<file path="src/rtl/checkers_pkg.sv">
// Shared checkers types: cell codes, response codes, FSM states, board geometry and the standard start position.
package checkers_pkg;

    localparam int unsigned CELL_W  = 3;
    localparam int unsigned BOARD_W = 192;
    localparam int unsigned IDX_W   = 8;

    localparam logic [CELL_W-1:0] CELL_EMPTY   = 3'b000;
    localparam logic [CELL_W-1:0] CELL_P1_MAN  = 3'b001;
    localparam logic [CELL_W-1:0] CELL_P2_MAN  = 3'b010;
    localparam logic [CELL_W-1:0] CELL_P1_KING = 3'b101;
    localparam logic [CELL_W-1:0] CELL_P2_KING = 3'b110;

    typedef enum logic [1:0] {
        RSP_OK         = 2'b00,
        RSP_CAPTURE    = 2'b01,
        RSP_ILLEGAL    = 2'b10,
        RSP_WRONG_TURN = 2'b11
    } rsp_code_e;

    typedef enum logic [2:0] {
        ST_IDLE,
        ST_FETCH,
        ST_CHECK,
        ST_COMMIT,
        ST_RESP
    } state_e;

    // Bit offset of cell (x,y): 3*(8*y+x); {y,x} is 8*y+x.
    function automatic logic [IDX_W-1:0] cell_idx(input logic [2:0] x, input logic [2:0] y);
        return IDX_W'({y, x}) * IDX_W'(CELL_W);
    endfunction

    // Men on dark squares ((x+y) odd): P1 on rows 0-2, P2 on rows 5-7.
    function automatic logic [BOARD_W-1:0] gen_std_start();
        logic [BOARD_W-1:0] b;
        b = '0;
        for (int y = 0; y < 8; y++) begin
            for (int x = 0; x < 8; x++) begin
                if (((x + y) % 2) == 1) begin
                    if (y < 3)      b[cell_idx(3'(x), 3'(y)) +: CELL_W] = CELL_P1_MAN;
                    else if (y > 4) b[cell_idx(3'(x), 3'(y)) +: CELL_W] = CELL_P2_MAN;
                end
            end
        end
        return b;
    endfunction

    localparam logic [BOARD_W-1:0] STD_START = gen_std_start();

endpackage

</file>
<file path="src/rtl/board_move_engine_if.sv">
// Command/response/board bus between a move-command source and board_move_engine.
interface board_move_engine_if;
    import checkers_pkg::*;

    logic               new_game;
    logic               cmd_valid;
    logic               cmd_ready;
    logic               cmd_player;
    logic [2:0]         cmd_src_x;
    logic [2:0]         cmd_src_y;
    logic [2:0]         cmd_dst_x;
    logic [2:0]         cmd_dst_y;
    logic               rsp_valid;
    logic [1:0]         rsp_code;
    logic [BOARD_W-1:0] board_out;
    logic               turn;
    logic               board_changed;

    modport slave (
        input  new_game, cmd_valid, cmd_player, cmd_src_x, cmd_src_y, cmd_dst_x, cmd_dst_y,
        output cmd_ready, rsp_valid, rsp_code, board_out, turn, board_changed
    );

    modport master (
        output new_game, cmd_valid, cmd_player, cmd_src_x, cmd_src_y, cmd_dst_x, cmd_dst_y,
        input  cmd_ready, rsp_valid, rsp_code, board_out, turn, board_changed
    );
endinterface

</file>
<file path="src/rtl/board_cell_rd.sv">
// Combinational 3-bit cell read at (x,y) from the packed board vector.
module board_cell_rd
    import checkers_pkg::*;
(
    input  logic [BOARD_W-1:0] board_i,
    input  logic [2:0]         x_i,
    input  logic [2:0]         y_i,
    output logic [CELL_W-1:0]  cell_c_o
);
    // Pure mux; the caller registers the result.
    assign cell_c_o = board_i[cell_idx(x_i, y_i) +: CELL_W];
endmodule

</file>
<file path="src/rtl/board_move_engine.sv">
// Checkers board owner: validates one move at a time and commits legal moves.
// Optional feature macro KING_PROMOTE_EN: men reaching the far row are crowned during commit.
module board_move_engine
    import checkers_pkg::*;
#(
    parameter logic [BOARD_W-1:0] INIT_BOARD = STD_START
) (
    input  logic               clk,
    input  logic               rst,
    board_move_engine_if.slave bus
);

    state_e             state_q;
    logic [BOARD_W-1:0] board_q, board_d;
    logic               turn_q;
    logic               player_q;
    logic [2:0]         src_x_q, src_y_q, dst_x_q, dst_y_q;
    logic [CELL_W-1:0]  src_cell_q, dst_cell_q, mid_cell_q;
    rsp_code_e          code_q, code_d;
    logic               rsp_valid_q;
    rsp_code_e          rsp_code_q;
    logic               board_changed_q;

    logic [CELL_W-1:0]  src_rd_c, dst_rd_c, mid_rd_c, land_cell_c;
    logic signed [3:0]  dx_c, dy_c;
    logic [3:0]         adx_c, ady_c;
    logic [2:0]         mid_x_c, mid_y_c;
    logic               src_own_c, src_king_c, mid_opp_c, step_fwd_c, jump_fwd_c;

    // Signed deltas and jump midpoint; the midpoint only matters when |dx|=|dy|=2.
    assign dx_c    = $signed({1'b0, dst_x_q}) - $signed({1'b0, src_x_q});
    assign dy_c    = $signed({1'b0, dst_y_q}) - $signed({1'b0, src_y_q});
    assign adx_c   = dx_c[3] ? 4'(-dx_c) : 4'(dx_c);
    assign ady_c   = dy_c[3] ? 4'(-dy_c) : 4'(dy_c);
    assign mid_x_c = src_x_q + 3'(dx_c >>> 1);
    assign mid_y_c = src_y_q + 3'(dy_c >>> 1);

    board_cell_rd u_rd_src (.board_i(board_q), .x_i(src_x_q), .y_i(src_y_q), .cell_c_o(src_rd_c));
    board_cell_rd u_rd_dst (.board_i(board_q), .x_i(dst_x_q), .y_i(dst_y_q), .cell_c_o(dst_rd_c));
    board_cell_rd u_rd_mid (.board_i(board_q), .x_i(mid_x_c), .y_i(mid_y_c), .cell_c_o(mid_rd_c));

    // Ownership and direction terms from the fetched cells.
    assign src_own_c  = player_q ? (src_cell_q == CELL_P2_MAN || src_cell_q == CELL_P2_KING)
                                 : (src_cell_q == CELL_P1_MAN || src_cell_q == CELL_P1_KING);
    assign src_king_c = (src_cell_q == CELL_P1_KING) || (src_cell_q == CELL_P2_KING);
    assign mid_opp_c  = player_q ? (mid_cell_q == CELL_P1_MAN || mid_cell_q == CELL_P1_KING)
                                 : (mid_cell_q == CELL_P2_MAN || mid_cell_q == CELL_P2_KING);
    assign step_fwd_c = player_q ? (dy_c == -4'sd1) : (dy_c == 4'sd1);
    assign jump_fwd_c = player_q ? (dy_c == -4'sd2) : (dy_c == 4'sd2);

    // Legality in priority order: turn, ownership/occupancy, step, jump, otherwise illegal.
    always_comb begin
        code_d = RSP_ILLEGAL;
        if (player_q != turn_q) begin
            code_d = RSP_WRONG_TURN;
        end else if (!src_own_c || dst_cell_q != CELL_EMPTY) begin
            code_d = RSP_ILLEGAL;
        end else if (adx_c == 4'd1 && ady_c == 4'd1 && (src_king_c || step_fwd_c)) begin
            code_d = RSP_OK;
        end else if (adx_c == 4'd2 && ady_c == 4'd2 && mid_opp_c && (src_king_c || jump_fwd_c)) begin
            code_d = RSP_CAPTURE;
        end
    end

    // Code of the piece as it lands on the destination.
    always_comb begin
        land_cell_c = src_cell_q;
`ifdef KING_PROMOTE_EN
        if (src_cell_q == CELL_P1_MAN && dst_y_q == 3'd7) begin
            land_cell_c = CELL_P1_KING;
        end else if (src_cell_q == CELL_P2_MAN && dst_y_q == 3'd0) begin
            land_cell_c = CELL_P2_KING;
        end
`endif
    end

    // Board image after a legal move; the destination is written last.
    always_comb begin
        board_d = board_q;
        board_d[cell_idx(src_x_q, src_y_q) +: CELL_W] = CELL_EMPTY;
        if (code_q == RSP_CAPTURE) begin
            board_d[cell_idx(mid_x_c, mid_y_c) +: CELL_W] = CELL_EMPTY;
        end
        board_d[cell_idx(dst_x_q, dst_y_q) +: CELL_W] = land_cell_c;
    end

    // Move FSM with registered outputs; new_game overrides any state.
    always_ff @(posedge clk) begin
        if (rst) begin
            state_q         <= ST_IDLE;
            board_q         <= INIT_BOARD;
            turn_q          <= 1'b0;
            player_q        <= 1'b0;
            src_x_q         <= '0;
            src_y_q         <= '0;
            dst_x_q         <= '0;
            dst_y_q         <= '0;
            src_cell_q      <= CELL_EMPTY;
            dst_cell_q      <= CELL_EMPTY;
            mid_cell_q      <= CELL_EMPTY;
            code_q          <= RSP_OK;
            rsp_valid_q     <= 1'b0;
            rsp_code_q      <= RSP_OK;
            board_changed_q <= 1'b0;
        end else if (bus.new_game) begin
            state_q         <= ST_IDLE;
            board_q         <= INIT_BOARD;
            turn_q          <= 1'b0;
            rsp_valid_q     <= 1'b0;
            board_changed_q <= 1'b1;
        end else begin
            rsp_valid_q     <= 1'b0;
            board_changed_q <= 1'b0;
            case (state_q)
                ST_IDLE: begin
                    if (bus.cmd_valid) begin
                        player_q <= bus.cmd_player;
                        src_x_q  <= bus.cmd_src_x;
                        src_y_q  <= bus.cmd_src_y;
                        dst_x_q  <= bus.cmd_dst_x;
                        dst_y_q  <= bus.cmd_dst_y;
                        state_q  <= ST_FETCH;
                    end
                end
                ST_FETCH: begin
                    src_cell_q <= src_rd_c;
                    dst_cell_q <= dst_rd_c;
                    mid_cell_q <= mid_rd_c;
                    state_q    <= ST_CHECK;
                end
                ST_CHECK: begin
                    code_q  <= code_d;
                    state_q <= ST_COMMIT;
                end
                ST_COMMIT: begin
                    if (code_q == RSP_OK || code_q == RSP_CAPTURE) begin
                        board_q         <= board_d;
                        turn_q          <= ~turn_q;
                        board_changed_q <= 1'b1;
                    end
                    rsp_valid_q <= 1'b1;
                    rsp_code_q  <= code_q;
                    state_q     <= ST_RESP;
                end
                ST_RESP: begin
                    state_q <= ST_IDLE;
                end
                default: begin
                    state_q <= ST_IDLE;
                end
            endcase
        end
    end

    assign bus.cmd_ready     = (state_q == ST_IDLE) && !bus.new_game;
    assign bus.rsp_valid     = rsp_valid_q;
    assign bus.rsp_code      = rsp_code_q;
    assign bus.board_out     = board_q;
    assign bus.turn          = turn_q;
    assign bus.board_changed = board_changed_q;

endmodule

</file>
<file path="src/flat_wrapper.sv">
// flat-port wrapper written by rule: the top's interface ports become plain ports
module board_move_engine_flat import checkers_pkg::*;
#(
    parameter logic [BOARD_W-1:0] INIT_BOARD = STD_START
)
  (clk, rst, bus_new_game, bus_cmd_valid, bus_cmd_player, bus_cmd_src_x, bus_cmd_src_y, bus_cmd_dst_x, bus_cmd_dst_y, bus_cmd_ready, bus_rsp_valid, bus_rsp_code, bus_board_out, bus_turn, bus_board_changed);
  board_move_engine_if bus_i ();
  input  logic clk;
  input  logic rst;
  input wire logic [$bits(bus_i.new_game)-1:0] bus_new_game;
  input wire logic [$bits(bus_i.cmd_valid)-1:0] bus_cmd_valid;
  input wire logic [$bits(bus_i.cmd_player)-1:0] bus_cmd_player;
  input wire logic [$bits(bus_i.cmd_src_x)-1:0] bus_cmd_src_x;
  input wire logic [$bits(bus_i.cmd_src_y)-1:0] bus_cmd_src_y;
  input wire logic [$bits(bus_i.cmd_dst_x)-1:0] bus_cmd_dst_x;
  input wire logic [$bits(bus_i.cmd_dst_y)-1:0] bus_cmd_dst_y;
  output wire logic [$bits(bus_i.cmd_ready)-1:0] bus_cmd_ready;
  output wire logic [$bits(bus_i.rsp_valid)-1:0] bus_rsp_valid;
  output wire logic [$bits(bus_i.rsp_code)-1:0] bus_rsp_code;
  output wire logic [$bits(bus_i.board_out)-1:0] bus_board_out;
  output wire logic [$bits(bus_i.turn)-1:0] bus_turn;
  output wire logic [$bits(bus_i.board_changed)-1:0] bus_board_changed;
  assign bus_i.new_game = bus_new_game;
  assign bus_i.cmd_valid = bus_cmd_valid;
  assign bus_i.cmd_player = bus_cmd_player;
  assign bus_i.cmd_src_x = bus_cmd_src_x;
  assign bus_i.cmd_src_y = bus_cmd_src_y;
  assign bus_i.cmd_dst_x = bus_cmd_dst_x;
  assign bus_i.cmd_dst_y = bus_cmd_dst_y;
  assign bus_cmd_ready = bus_i.cmd_ready;
  assign bus_rsp_valid = bus_i.rsp_valid;
  assign bus_rsp_code = bus_i.rsp_code;
  assign bus_board_out = bus_i.board_out;
  assign bus_turn = bus_i.turn;
  assign bus_board_changed = bus_i.board_changed;
  board_move_engine #(.INIT_BOARD(INIT_BOARD)) u_core (.clk(clk), .rst(rst), .bus(bus_i));
endmodule
</file>
<file path="config.mk">
export PLATFORM = sky130hd
export DESIGN_NAME = board_move_engine_flat
export DESIGN_NICKNAME = d
export VERILOG_FILES = /design/src/rtl/checkers_pkg.sv /design/src/rtl/board_move_engine_if.sv /design/src/rtl/board_cell_rd.sv /design/src/rtl/board_move_engine.sv /design/src/flat_wrapper.sv
export SDC_FILE = /design/constraint.sdc
export NUM_CORES = 1
export LEC_CHECK = 0
export CELL_PAD_IN_SITES_DETAIL_PLACEMENT = 1
export CELL_PAD_IN_SITES_GLOBAL_PLACEMENT = 1
export CORE_MARGIN = 5
export CORE_UTILIZATION = 35
export CTS_CLUSTER_SIZE = 28
export DETAILED_ROUTE_END_ITERATION = 10
export PLACE_DENSITY_LB_ADDON = 0.15
export SLEW_MARGIN = 20
export SYNTH_ARGS = -nofsm -noshare
export SYNTH_HDL_FRONTEND = slang
export SYNTH_SLANG_ARGS = --single-unit
</file>
<file path="constraint.sdc">
create_clock -name clk -period 5.8 [get_ports clk]
set_clock_uncertainty 0.1 [all_clocks]
set_input_delay 1.16 -clock clk [delete_from_list [all_inputs] [get_ports clk]]
set_output_delay 1.16 -clock clk [all_outputs]
set_load 0.03 [all_outputs]
</file>
Word level (Yosys, flattened, before mapping). Index checks and enable logic that the tools add are counted. Widths: inputs -> output; s select.

Eq/ne operators: 22. Multiply operators: 3. Shifts and indexed selects: 9. Reductions and logical operators: 26. Bitwise logic cells: 2. Add/subtract/negate cells: 9. Muxes and demuxes: 20.

Operators with widths (count): $bwmux 192 (3); $shift 3x10->192 const A (3); $shiftx 192x9->3 (3); $shiftx 3x10->192 const A (2); $mux 192 (1); $shiftx 3x10->192 (1); $neg 8->10 (3); $mul 6x2->8 const B (3); $eq 4x2->1 const B (4); $eq 3x2->1 const B (4); $eq 3x3->1 const B (4); $eq 4x1->1 const B (3); $pmux 3 s4 (1); $eq 3x1->1 const B (3); $logic_or 1x1->1 (9); $mux 1 (8); $mux 2 (4); $mux 4 (2); $neg 4->4 (2); $reduce_and 2->1 (4); $sub 3x3->4 (2); $add 3x3->3 (2); $logic_and 1x1->1 (6); $eq 4x3->1 const B (1); other kinds (11) (13).

Bits of input ports: 17. Output and inout port bits: 198. Bits in registers: 224.

Logic depth before layout (Yosys ltp).
Word-level depth: 11. Depth in mapped cells: 20.

Cells and area by module. Synthesis repeated with hierarchy kept, for this count alone.

Cell total of the unflattened synthesis: 1791. Area, all modules: 16404.5 µm².

Modules (own cells, without submodules): board_move_engine (times used 1, area an instance 11686.2 µm², cells each 1416, sequential area each 4464.3 µm²); board_cell_rd (times used 3, area an instance 1572.8 µm², cells each 125, sequential area each 0.0 µm²).

Worst setup path before layout. Ideal clock, no wire load.

Path kind: flip-flop to flip-flop. From: register u_core.src_x_q[1]. To: register u_core.board_q[39], in the netlist u_core.bus.board_out[39]. Setup slack: 1.256 ns. Arrival time: 4.330 ns. Library setup time: 0.115 ns. Stages on the path, launching flop included: 18. Buffers on the path: 4. Required time: 5.585 ns. Clock period less this slack: 4.544 ns. Cells stage by stage: dfxtp_1 clkbuf_1 clkbuf_1 inv_1 fa_1 ha_1 inv_1 fa_1 buf_2 inv_1 nor2_2 nand4_1 and3_1 buf_2 or3_1 o221ai_1 a21boi_0 o21a_1.

Word-level cells in the longest chain between the ends: 8.

Ends and longest elaborated chain: from (decl) (line board_move_engine.sv:17) `logic [2:0] src_x_q, src_y_q, dst_x_q, dst_y_q;`; from (signal assigned) (line board_move_engine.sv:118) `src_x_q <= bus.cmd_src_x;`; $sub 3x3->4 (line board_move_engine.sv:31) `assign dx_c = $signed({1'b0, dst_x_q}) - $signed({1'b0, src_x_q});`; $add 3x3->3 (line board_move_engine.sv:35) `assign mid_x_c = src_x_q + 3'(dx_c >>> 1);`; $mul 6x2->8 (line checkers_pkg.sv:31) `return IDX_W'({y, x}) * IDX_W'(CELL_W);`; $neg 8->10 (line board_move_engine.sv:82) `board_d[cell_idx(mid_x_c, mid_y_c) +: CELL_W] = CELL_EMPTY;`; $shiftx 3x10->192 / $shift 3x10->192 (equally long branches) (line board_move_engine.sv:82); $bwmux 192 (line board_move_engine.sv:82); $mux 192 * (line board_move_engine.sv:81) `if (code_q == RSP_CAPTURE) begin`; $bwmux 192 * (line board_move_engine.sv:84) `board_d[cell_idx(dst_x_q, dst_y_q) +: CELL_W] = land_cell_c;`; to (signal assigned) (line board_move_engine.sv:137) `board_q <= board_d;`; to (decl) (line board_move_engine.sv:14) `logic [BOARD_W-1:0] board_q, board_d;`.

Mark *: on every way between the ends. The rest lies on a longest branch, timed or not. A chain may end at the register's enable or synchronous reset.

Worst setup path in the final report.
From: register u_core.dst_x_q[0]. To: register u_core.board_q[142], in the netlist u_core.bus.board_out[142].

Word-level cells in the longest chain between the ends: 8.

Ends and longest elaborated chain: from (decl) (line board_move_engine.sv:17); from (signal assigned) (line board_move_engine.sv:120) `dst_x_q <= bus.cmd_dst_x;`; $sub 3x3->4 (line board_move_engine.sv:31); $add 3x3->3 (line board_move_engine.sv:35); $mul 6x2->8 (line checkers_pkg.sv:31); $neg 8->10 (line board_move_engine.sv:82); $shiftx 3x10->192 / $shift 3x10->192 (equally long branches) (line board_move_engine.sv:82); $bwmux 192 (line board_move_engine.sv:82); $mux 192 (line board_move_engine.sv:81); $bwmux 192 * (line board_move_engine.sv:84).

Marked as above.

==> flow_results.org <==
** Status
- Result of the run :: finished, final reports clean

** Power
- Maximum VDD drop :: 218 µV
- Static Leak :: 6.26 nW
- Power per cell area :: 234 nW/µm²

** Clocking
- Number of buffers inserted during clock tree synthesis :: 28
- The clock reaches the later pin of the worst-skew pair after 0.62 ns.
- In this run, post-CTS repair resized a total of 0 instances.
- Number of sinks on the clock net :: 223
- TritonCTS clock tree :: done
- In this run the clock root is driven by a sky130_fd_sc_hd__clkbuf_16.
- # hold bufs at CTS :: 0
- CTS built an H-tree with a depth of 1.
- Number of buffers on the longest clock path :: 3
- Clock transition at the registers of the reported paths :: 0.06 ns
- Post-CTS Setup Inserts :: 0

** Logic synthesis
- The cell count after synthesis came out at 1815.
- Mean post-synth cell area :: 8.66 µm²
- The synthesized design devotes to its leading area cell type 28.4% of total area.
- Synthesis instantiated 86 different standard cells from the library.
- Sequential cells were found to cover 28.4% of the synthesized design area.
- Share of async-settable or async-resettable flops after synthesis :: 0%
- Largest area contributor in the synthesized netlist :: sky130_fd_sc_hd__dfxtp_1
- The most used flip-flop cell after synthesis is sky130_fd_sc_hd__dfxtp_1.
- Synthesis produced a netlist with a net count of 1860.
- Number of enable-type register cells in the synthesized netlist :: 0
- Counting flops and latches in the post-synthesis netlist gives 223.
- Warnings from Yosys :: 0
- Netlist area before placement :: 15700 µm²
- By area the synthesized netlist is led by sky130_fd_sc_hd__dfxtp_1 28%, sky130_fd_sc_hd__mux4_2 18%, sky130_fd_sc_hd__a21oi_1 6.3%.

** Routing
- Via/cell ratio :: 6.78
- DR iter-0 viols :: 2409
- After detailed routing, the average wire length per cell comes to 35.1 µm.
- Number of routed nets with antenna violations :: 0
- Via count :: 17500
- Drt first pass iters :: 6
- Wires add up to 90400 µm.
- Number of remaining DRC errors :: 0

** Flow run
- The tool flagged a number of max-cap violations equal to 0.

** Worst setup path
- At the worst endpoint, the arrival time is 5.80 ns.
- Critical-path maximum fanout :: 14
- For the worst setup path, the data required time is 6.22 ns.
- CP Class :: reg -> reg
- Critical Path End Type :: flop
- CP Launch Type :: flop

** Timing
- Final WS setup :: 0.423 ns
- Number of endpoints failing setup at the final stage :: 0
- Number of max-slew violations in the final report :: 0
- Final hold violations :: 0
- Of the available clock period, the critical path in the final layout requires 92.7%.
- In the final timing run, aggregate negative setup slack is 0 ns.
- Setup repair after global routing missed its margin :: no
- The worst pin sits at a relative slew slack of 15.0%.
- At the pin with the least slew margin, the transition time is 1.27 ns.
- Final Critical Period :: 5.38 ns
- Timing-limited maximum frequency :: 186 MHz

** Final layout
- Fin area :: 19400 µm²
- Util after Layout :: 43.7%
- Relative area change from synthesis to final layout :: 23.3%
- The post-route netlist has 14.6% of its cells at a drive strength greater than 1.
- Number of antenna cells inserted :: 0
- Most frequent cells in the layout :: 219 x sky130_fd_sc_hd__dfxtp_1, 214 x sky130_fd_sc_hd__clkdlybuf4s50_1, 202 x sky130_fd_sc_hd__nand2_1
- The library cell used most frequently in the layout, excluding fill and tap cells, is sky130_fd_sc_hd__dfxtp_1.
- In the final design database the tool counted 2011 nets.

** Worst hold path
- The path class of the tightest hold or removal check is reg -> reg.

** Die
- Number of placed I/O pins :: 215
- Num rows :: 77
- The die is 222 µm wide.
- The floorplan step defined a core boundary enclosing 44300 µm².
- DIE AREA :: 49200 µm²
- The initial utilization of the core area, before any placement, comes to 35.5%.
- Die Span Y :: 222 µm

** Global routing
- Via count of the first global-routing pass :: 17600
- Global-route wire length before repair :: 128000 µm
- Total routing usage reported by global routing :: 35.1%
- For met3 alone, demand over resource in global routing was 8.90%.
- For this run, global-route usage on met2 was measured as 53.8%.
- The initial antenna violation count is 2.
- The layer flagged by global routing as most heavily used is met2.
- Largest net degree at the start of global routing :: 96
- Grt total ovfl :: 0
- Global routing used 46.8% of the available met1 tracks.

** Placement
- Final RePlAce weighted congestion :: 1.02
- Summing all placed instances gives a cell area of 18400 µm².
- Prior to clock tree synthesis, the placed netlist has a worst setup slack of 0.662 ns.
- After legalization and detailed placement, the total HPWL measured 66400 µm.
- Buffers placed on the I/O ports in this run total 214.
-- path summary, 6_finish.rpt --
kind,from,endpoint,slack [ns],depth (start not counted)
worst max-delay path,u_core.dst_x_q[0],u_core.bus.board_out[142],0.42,16
worst min-delay path,u_core.bus.rsp_code[0],u_core.bus.rsp_code[0],0.38,2
worst max register to register,u_core.dst_x_q[0],u_core.bus.board_out[142],0.42,16
worst min register to register,u_core.bus.rsp_code[0],u_core.bus.rsp_code[0],0.38,2
-- layer usage --
metal	up-vias	share of wire, %
met2	1196	44
met5	-	0
li1	7133	-
met1	8852	40
met3	292	11
met4	0	5.9
-- flip-flops by register name (all words and copies together) (netlist names), 3 cells and up --
signal and count:
u_core.bus.board_out 192, u_core.dst_cell_q 3, u_core.dst_x_q 3, u_core.dst_y_q 3, u_core.land_cell_c 3, u_core.src_x_q 3, u_core.src_y_q 3, u_core.state_q 3
-- cell families after synthesis --
family / share of synthesized area (%)
and+or+nand+nor: 17.6
buffers and inverters: 4.56
muxes: 22.0
DFF: 28.4
xor gates and xnor gates: 1.15
adders and majority gates: 2.42
AOI/OAI and AO/OA: 23.9
-- through the flow --
stage | power [mW] | cells | hold slack (ns)
floorplan | 2.23 | 1815 | 0.346
global placement | 2.64 | 2528 | 0.370
detailed placement | 2.65 | 2528 | 0.374
CTS | 4.48 | 2577 | 0.382
global route | 4.62 | 2577 | 0.412
finish | 4.53 | 2577 | 0.376
-- report_power, final --
| group | internal, mW | total (mW) | switching (mW) |
|---|---|---|---|
| sequential | 1.54 | 1.55 | 0.00841 |
| clock | 1.07 | 1.86 | 0.790 |
| combinational | 0.298 | 1.13 | 0.827 |
| total | 2.91 | 4.53 | 1.63 |
-- cell usage after synthesis (5+ instances only) --
master / instances
sky130_fd_sc_hd__nor2_1: 183
sky130_fd_sc_hd__a211oi_1: 23
sky130_fd_sc_hd__o21a_1: 38
sky130_fd_sc_hd__inv_1: 18
sky130_fd_sc_hd__nor3_1: 29
sky130_fd_sc_hd__o31ai_1: 5
sky130_fd_sc_hd__a311oi_1: 8
sky130_fd_sc_hd__nand2b_1: 8
sky130_fd_sc_hd__a221oi_1: 7
sky130_fd_sc_hd__o21ai_1: 47
sky130_fd_sc_hd__nand2_1: 202
sky130_fd_sc_hd__a31oi_1: 14
sky130_fd_sc_hd__o22ai_1: 28
sky130_fd_sc_hd__a21o_1: 6
sky130_fd_sc_hd__a21boi_0: 26
sky130_fd_sc_hd__a222oi_1: 8
sky130_fd_sc_hd__or4_1: 8
sky130_fd_sc_hd__a211oi_2: 6
sky130_fd_sc_hd__nor2b_1: 10
sky130_fd_sc_hd__and2_1: 13
sky130_fd_sc_hd__o21ai_0: 95
sky130_fd_sc_hd__buf_2: 36
sky130_fd_sc_hd__ha_1: 24
sky130_fd_sc_hd__or3_1: 9
sky130_fd_sc_hd__nand3_1: 68
sky130_fd_sc_hd__nor4_1: 7
sky130_fd_sc_hd__nor3_2: 5
sky130_fd_sc_hd__o221ai_1: 14
sky130_fd_sc_hd__a221oi_2: 6
sky130_fd_sc_hd__a211o_1: 7
sky130_fd_sc_hd__nand4_1: 9
sky130_fd_sc_hd__buf_1: 12
sky130_fd_sc_hd__dfxtp_1: 223
sky130_fd_sc_hd__nor2_2: 7
sky130_fd_sc_hd__mux2_2: 6
sky130_fd_sc_hd__mux4_2: 126
sky130_fd_sc_hd__and3_1: 18
sky130_fd_sc_hd__clkbuf_1: 94
sky130_fd_sc_hd__xnor2_1: 13
sky130_fd_sc_hd__a21boi_1: 13
sky130_fd_sc_hd__a21oi_1: 197
sky130_fd_sc_hd__mux2i_1: 55
-- worst max-delay path, stage by stage, from the launching register on --
cell	delay [ns]
sky130_fd_sc_hd__dfxtp_4	0.34
sky130_fd_sc_hd__inv_1	0.20
sky130_fd_sc_hd__ha_1	0.25
sky130_fd_sc_hd__inv_1	0.07
sky130_fd_sc_hd__fa_1	0.58
sky130_fd_sc_hd__ha_1	0.18
sky130_fd_sc_hd__inv_1	0.05
sky130_fd_sc_hd__fa_1	0.54
sky130_fd_sc_hd__inv_1	0.13
sky130_fd_sc_hd__nor2_2	0.58
sky130_fd_sc_hd__nand4_1	0.30
sky130_fd_sc_hd__and3_1	0.39
sky130_fd_sc_hd__o21bai_1	0.71
sky130_fd_sc_hd__buf_4	0.27
sky130_fd_sc_hd__o221ai_1	0.19
sky130_fd_sc_hd__a21boi_0	0.29
sky130_fd_sc_hd__o21a_1	0.14
-- layout make-up --
type / count / area [µm²]
inverter: 20 / 75.1
fill: 5151 / 24900
tap: 592 / 741
clock buffer: 36 / 771
sequential: 223 / 4470
clock inverter: 13 / 171
multi-input combinational: 1423 / 10600
timing repair buffer: 270 / 2560
No activity file was read; power rests on OpenSTA's default activity.
